[src/rtl/timer_reader.sv]
// timer_reader: drives the timer's t_en from start/stop requests and reports
// the number of cycles t_en was high as the difference of two t_out snapshots.
module timer_reader #(
    parameter int TIMEOUT   = 16,
    parameter int MAX_TICKS = 9999
) (
    input  logic        clk,
    input  logic        rst,
    input  logic        start,
    input  logic        stop,
    input  logic        t_valid,
    input  logic [15:0] t_out,
    output logic        t_en,
    output logic        busy,
    output logic        done,
    output logic [15:0] elapsed,
    output logic        sat,
    output logic        err
);
    typedef enum logic [1:0] {IDLE, ARM, RUN, DRAIN} state_t;

    localparam logic [15:0] WD_LAST = 16'(TIMEOUT - 1);
    localparam logic [15:0] MT      = 16'(MAX_TICKS);

    state_t      state, state_n;
    logic [15:0] base, base_n, run_cnt, run_cnt_n, wd_cnt, wd_cnt_n, elapsed_n;
    logic        t_en_n, done_n, sat_n, sat_nxt, sat_nxt_n, err_n;

    always_ff @(posedge clk or posedge rst) begin
        if (rst) begin
            state   <= IDLE;
            t_en    <= 1'b0;
            busy    <= 1'b0;
            done    <= 1'b0;
            sat     <= 1'b0;
            sat_nxt <= 1'b0;
            err     <= 1'b0;
            elapsed <= '0;
            base    <= '0;
            run_cnt <= '0;
            wd_cnt  <= '0;
        end else begin
            state   <= state_n;
            t_en    <= t_en_n;
            busy    <= state_n != IDLE;
            done    <= done_n;
            sat     <= sat_n;
            sat_nxt <= sat_nxt_n;
            err     <= err_n;
            elapsed <= elapsed_n;
            base    <= base_n;
            run_cnt <= run_cnt_n;
            wd_cnt  <= wd_cnt_n;
        end
    end

    always_comb begin
        state_n   = state;
        t_en_n    = t_en;
        done_n    = 1'b0;
        sat_n     = sat;
        sat_nxt_n = sat_nxt;
        err_n     = err;
        elapsed_n = elapsed;
        base_n    = base;
        run_cnt_n = run_cnt;
        wd_cnt_n  = wd_cnt;
        case (state)
            IDLE: begin
                if (start) begin
                    base_n    = t_out;
                    run_cnt_n = '0;
                    wd_cnt_n  = '0;
                    err_n     = 1'b0;
                    t_en_n    = 1'b1;
                    state_n   = ARM;
                end
            end
            ARM: begin
                run_cnt_n = run_cnt + 16'd1;
                if (stop) begin
                    t_en_n    = 1'b0;
                    sat_nxt_n = 1'b0;
                    wd_cnt_n  = '0;
                    state_n   = DRAIN;
                end else if (t_valid) begin
                    state_n = RUN;
                end else if (wd_cnt == WD_LAST) begin
                    err_n   = 1'b1;
                    t_en_n  = 1'b0;
                    state_n = IDLE;
                end else begin
                    wd_cnt_n = wd_cnt + 16'd1;
                end
            end
            RUN: begin
                run_cnt_n = run_cnt + 16'd1;
                // t_valid falling while we still hold t_en means the timer is not following us
                if (!t_valid) begin
                    err_n   = 1'b1;
                    t_en_n  = 1'b0;
                    state_n = IDLE;
                end else if (stop || run_cnt + 16'd1 == MT) begin
                    t_en_n    = 1'b0;
                    sat_nxt_n = !stop;
                    wd_cnt_n  = '0;
                    state_n   = DRAIN;
                end
            end
            default: begin
                if (!t_valid) begin
                    elapsed_n = t_out - base;
                    sat_n     = sat_nxt;
                    done_n    = 1'b1;
                    state_n   = IDLE;
                end else if (wd_cnt == WD_LAST) begin
                    err_n   = 1'b1;
                    state_n = IDLE;
                end else begin
                    wd_cnt_n = wd_cnt + 16'd1;
                end
            end
        endcase
    end
endmodule
[config.mk]
export PLATFORM = sky130hd
export DESIGN_NAME = timer_reader
export DESIGN_NICKNAME = d
export VERILOG_FILES = /design/src/rtl/timer_reader.sv
export SDC_FILE = /design/constraint.sdc
export NUM_CORES = 1
export LEC_CHECK = 0
export BUFFER_PORTS_ARGS = -buffer_cell sky130_fd_sc_hd__buf_2
export CAP_MARGIN = 20
export CORE_MARGIN = 8
export CORE_UTILIZATION = 30
export DETAILED_ROUTE_END_ITERATION = 8
export GPL_ROUTABILITY_DRIVEN = 0
export HOLD_SLACK_MARGIN = 0.03
export SETUP_SLACK_MARGIN = 0.1
export SLEW_MARGIN = 10
export SYNTH_ARGS = -nofsm -noshare
export SYNTH_HDL_FRONTEND = slang
export SYNTH_SLANG_ARGS = --single-unit
[constraint.sdc]
create_clock -name clk -period 3.2 [get_ports clk]
set_clock_uncertainty 0.2 [all_clocks]
set_input_delay 0.8 -clock clk [delete_from_list [all_inputs] [get_ports clk]]
set_output_delay 0.8 -clock clk [all_outputs]
set_load 0.05 [all_outputs]
==> flow_summary.rst <==
.. list-table::
   :header-rows: 1

   * - Metric
     - Value
   * - Die W
     - 137 um
   * - Run status
     - complete, no violations
   * - Top-Level Pins
     - 42
   * - Count of routing violations after the opening detailed-route iteration
     - about 250
   * - Clk slew on worst S/H paths
     - 0.06 ns
   * - Post-synthesis sequential area ratio
     - 40.7%
   * - Critical Path Sink Type
     - register
   * - Delay of the slowest critical-path stage
     - around 0.43 ns
   * - Largest net degree at the start of global routing
     - between 70 and 80
   * - Total number of vias
     - 3718
   * - Antenna violations before repair
     - 0
   * - Number of unique standard cell types used by synthesis
     - 58
   * - HPWL reported at the end of detailed placement
     - around 7000 um
   * - Post CTS Setup Buffer Count
     - 0
   * - Area of the mapped netlist
     - 4420 um^2
   * - Highest clock frequency the design can meet
     - 342 MHz
   * - Share of async-settable or async-resettable flops after synthesis
     - 100%
   * - Min cycle time layout
     - approximately 2.9 ns
   * - Number of global-route vias before repair
     - between 3000 and 4000
   * - Mapped Nets
     - between 500 and 600
   * - TritonCTS clock tree
     - done
   * - Worst slew pin tran
     - between 0.8 and 0.9 ns
   * - Residual antenna-violating net count after detailed routing
     - 0
   * - WL final
     - just over 10000 um
   * - Post-Place Setup Slack
     - -0.111 ns
   * - Routed wire length per instance
     - ~14 um
   * - Vert. Die Dim
     - roughly 140 um
   * - Crit start category
     - register
   * - EDFF count, synth
     - 0
   * - Count of standard-cell rows
     - between 40 and 50
   * - Wire length of the first global-routing pass
     - 17600 um
   * - Final setup margin
     - approximately 0.28 ns
   * - Clock group share of total power
     - 20.4%
   * - Slew Limit Fails
     - 0
   * - Power density of the placed cells
     - between 900 and 1000 nW/um^2
   * - Largest voltage drop on the vdd net
     - around 0.00029 V
   * - Remaining max-slew budget at the tightest pin
     - about two fifths
   * - Internal
     - about 2700 uW
   * - Insertion delay to the later sink of the worst-skew pair
     - roughly 0.34 ns
   * - Number of iterations in the first detailed-routing pass
     - 4
   * - Final setup violation count
     - 0
   * - Starting utilization of the core area
     - 30.5%
   * - DRC
     - 0
   * - Synth warn
     - 0
   * - Area enclosed by the die boundary
     - around 19000 um^2
   * - Number of buffers on the longest clock path
     - 2
   * - Total leakage power
     - 0.00239 uW
   * - Cts bufs inserted
     - 9
   * - Area added between synthesis and finish
     - 16.8%
   * - Number of vias per cell
     - 5.07
   * - Congestion Overflow GR
     - 0
   * - Count of endpoints failing hold in the final timing report
     - 0
   * - Sinks on the clock net
     - 72
   * - Number of buffers added on ports
     - a little over 40
   * - Total Routing Usage GR
     - roughly 11%
   * - Data required time at the worst endpoint
     - 3.21 ns
   * - Switching Fraction
     - approximately 44%
   * - Ant. Diodes
     - 0
   * - Sum of negative setup slack
     - 0 ns
   * - Final-stage net count
     - between 500 and 600
   * - Cell chain of the critical path
     - ha_1 > nand3_2 > or3_4 > a2111oi_4 > nor3_1 > nor3_2 > nor2_1 > or2_4 > o41ai_1
   * - Worst-path maximum fanout
     - 12
   * - Synthesized area per cell
     - roughly 8.8 um^2
   * - Number of synthesized register bits
     - 72
   * - Unrepaired setup endpoints after global routing
     - no
   * - Post-synthesis cell count
     - between 500 and 600
   * - Class of the tightest hold or removal check
     - register to register
   * - Worst setup path category
     - register to register
   * - Number of max-capacitance violations reported
     - 0
   * - Main synth FF type
     - sky130_fd_sc_hd__dfrtp_1
   * - Core Box Area
     - 14500 um^2
   * - Net switching power
     - 2100 uW
   * - Comb pwr share
     - about half
   * - Clock root buffer
     - sky130_fd_sc_hd__clkbuf_16
   * - Part of the cycle the worst path needs
     - approximately nine tenths
   * - Fraction of layout instances using a drive strength above 1
     - roughly 17%
   * - Portion of total power attributed to sequential cells
     - approximately 28%
   * - Cell at the slowest stage of the critical path
     - sky130_fd_sc_hd__or3_4
   * - Level count of the clock H-tree
     - 3
   * - Arrival time at the worst endpoint
     - just under 3 ns
==> metal layers <==
metal  part of all wire [%]  up-vias  track usage [%]
met5                      0        -                0
met4                   0.84        0             4.04
met3                    5.4        6             3.36
met2                     47       67             18.3
met1                     46     1769             14.4
li1                       -     1876                -
==> placed cells by master (no fill, tap or decap), types with 3 or more instances in the layout <==
cell	count
sky130_fd_sc_hd__nor2b_1	9
sky130_fd_sc_hd__nor3_1	7
sky130_fd_sc_hd__nand2_1	76
sky130_fd_sc_hd__mux2_2	14
sky130_fd_sc_hd__xor2_1	4
sky130_fd_sc_hd__dfrtp_1	72
sky130_fd_sc_hd__and3_1	9
sky130_fd_sc_hd__ha_1	22
sky130_fd_sc_hd__nand3_1	14
sky130_fd_sc_hd__a21oi_1	15
sky130_fd_sc_hd__o211ai_1	3
sky130_fd_sc_hd__nor2_1	29
sky130_fd_sc_hd__o41ai_1	6
sky130_fd_sc_hd__xnor2_1	8
sky130_fd_sc_hd__o21ai_0	56
sky130_fd_sc_hd__nor4_1	7
sky130_fd_sc_hd__or3_1	4
sky130_fd_sc_hd__buf_2	41
sky130_fd_sc_hd__buf_4	12
sky130_fd_sc_hd__nand2b_1	14
sky130_fd_sc_hd__o31ai_1	18
sky130_fd_sc_hd__clkbuf_16	9
sky130_fd_sc_hd__nand4_1	7
sky130_fd_sc_hd__inv_1	33
sky130_fd_sc_hd__and4_1	4
sky130_fd_sc_hd__o21bai_1	3
==> synth_stat cells (2+ instances only) <==
library cell	n	area share (%)
sky130_fd_sc_hd__nand2_1	76	6.4
sky130_fd_sc_hd__dfrtp_1	72	41
sky130_fd_sc_hd__o21ai_0	56	6.3
sky130_fd_sc_hd__inv_1	34	2.9
sky130_fd_sc_hd__nor2_1	29	2.5
sky130_fd_sc_hd__ha_1	22	6.2
sky130_fd_sc_hd__clkbuf_1	18	1.5
sky130_fd_sc_hd__o31ai_1	18	3.1
sky130_fd_sc_hd__a21oi_1	15	1.7
sky130_fd_sc_hd__mux2_2	14	3.6
sky130_fd_sc_hd__nand2b_1	14	2.0
sky130_fd_sc_hd__nand3_1	14	1.6
sky130_fd_sc_hd__and3_1	9	1.3
sky130_fd_sc_hd__nor2b_1	9	1.3
sky130_fd_sc_hd__xnor2_1	8	1.6
sky130_fd_sc_hd__nand4_1	7	0.99
sky130_fd_sc_hd__nor3_1	7	0.79
sky130_fd_sc_hd__nor4_1	7	0.99
sky130_fd_sc_hd__o41ai_1	6	1.2
sky130_fd_sc_hd__or3_1	5	0.71
sky130_fd_sc_hd__and4_1	4	0.79
sky130_fd_sc_hd__xor2_1	4	0.79
sky130_fd_sc_hd__o211ai_1	3	0.51
sky130_fd_sc_hd__o21bai_1	3	0.51
sky130_fd_sc_hd__a211o_1	2	0.40
sky130_fd_sc_hd__a211oi_1	2	0.34
sky130_fd_sc_hd__a21o_1	2	0.34
sky130_fd_sc_hd__a221o_1	2	0.45
sky130_fd_sc_hd__a22o_1	2	0.40
sky130_fd_sc_hd__a41oi_1	2	0.40
sky130_fd_sc_hd__and2_1	2	0.28
sky130_fd_sc_hd__buf_2	2	0.23
sky130_fd_sc_hd__mux2i_1	2	0.45
sky130_fd_sc_hd__nor3b_1	2	0.34
sky130_fd_sc_hd__o21a_1	2	0.34
sky130_fd_sc_hd__o21ba_2	2	0.45
sky130_fd_sc_hd__o41a_1	2	0.51
sky130_fd_sc_hd__or4_1	2	0.34
==> through the flow <==
step	total power [uW]	instances	area, um^2	util [%]	hold WS, ns
after floorplan	3220	502	4420	-	0.254
after global placement	3770	719	4880	33.7	0.257
after detailed placement	3820	719	4880	33.7	0.271
after CTS	4830	733	5160	35.6	0.284
after global routing	5170	733	5170	35.7	0.299
final	4760	733	5170	35.7	0.275
==> cell families (layout without fill, tap and decap cells) <==
group	Yosys count	in the layout	share of synthesized area, %
simple gates	197	197	22.4
compound gates	127	127	18.9
xor+xnor	12	12	2.38
buf+inv	55	102	4.89
flops	72	72	40.7
mux	16	16	4.02
fa+ha+maj	23	23	6.68
==> sequential cells by signal (all words and copies together) (netlist names) <==
name	count
base	16
busy	1
done	1
elapsed	16
err	1
run_cnt	16
sat	1
sat_nxt	1
state	2
t_en	1
wd_cnt	16
==> worst max-delay path, delay by kind of cell (launching register included) <==
| family | cells | cell delay (ns) |
|---|---|---|
| and+or+nand+nor | 6 | 1.29 |
| adders and majority gates | 1 | 0.25 |
| DFF | 1 | 0.35 |
| AOI/OAI and AO/OA | 2 | 0.70 |
==> area by class of cell <==
type,instances,area (um^2)
fill,1498,9310
multi-input combinational,375,2410
sequential,72,1800
timing repair buffer,54,315
tap,184,230
clock buffer,10,229
inverter,34,128
clock inverter,4,47.5
==> power by group through the flow <==
stage               clock (uW)  sequential [uW]  combinational, uW
global placement             0             1330               2430
CTS                       1010             1330               2490
floorplan                    0             1710               1510
detailed placement           0             1350               2480
global route              1040             1360               2760
finish                     971             1330               2460
==> timing repair <==
item	in CTS	in global routing
resized for setup	0	2
endpoints found under the setup margin	0	2
hold buffers	0	0
==> path summary, 6_finish.rpt <==
check / startpoint / end / slack, ns / cells past startpoint
worst max register to register: run_cnt[1] / wd_cnt[9] / 0.28 / 9
worst max-delay path: run_cnt[1] / wd_cnt[9] / 0.28 / 9
max in group asynchronous: rst / base[10] / 2.14 / 3
worst min-delay path: elapsed[0] / elapsed[0] / 0.28 / 2
worst min register to register: elapsed[0] / elapsed[0] / 0.28 / 2
min in group asynchronous: rst / wd_cnt[7] / 0.35 / 3
(Power assumes the default switching activity.)
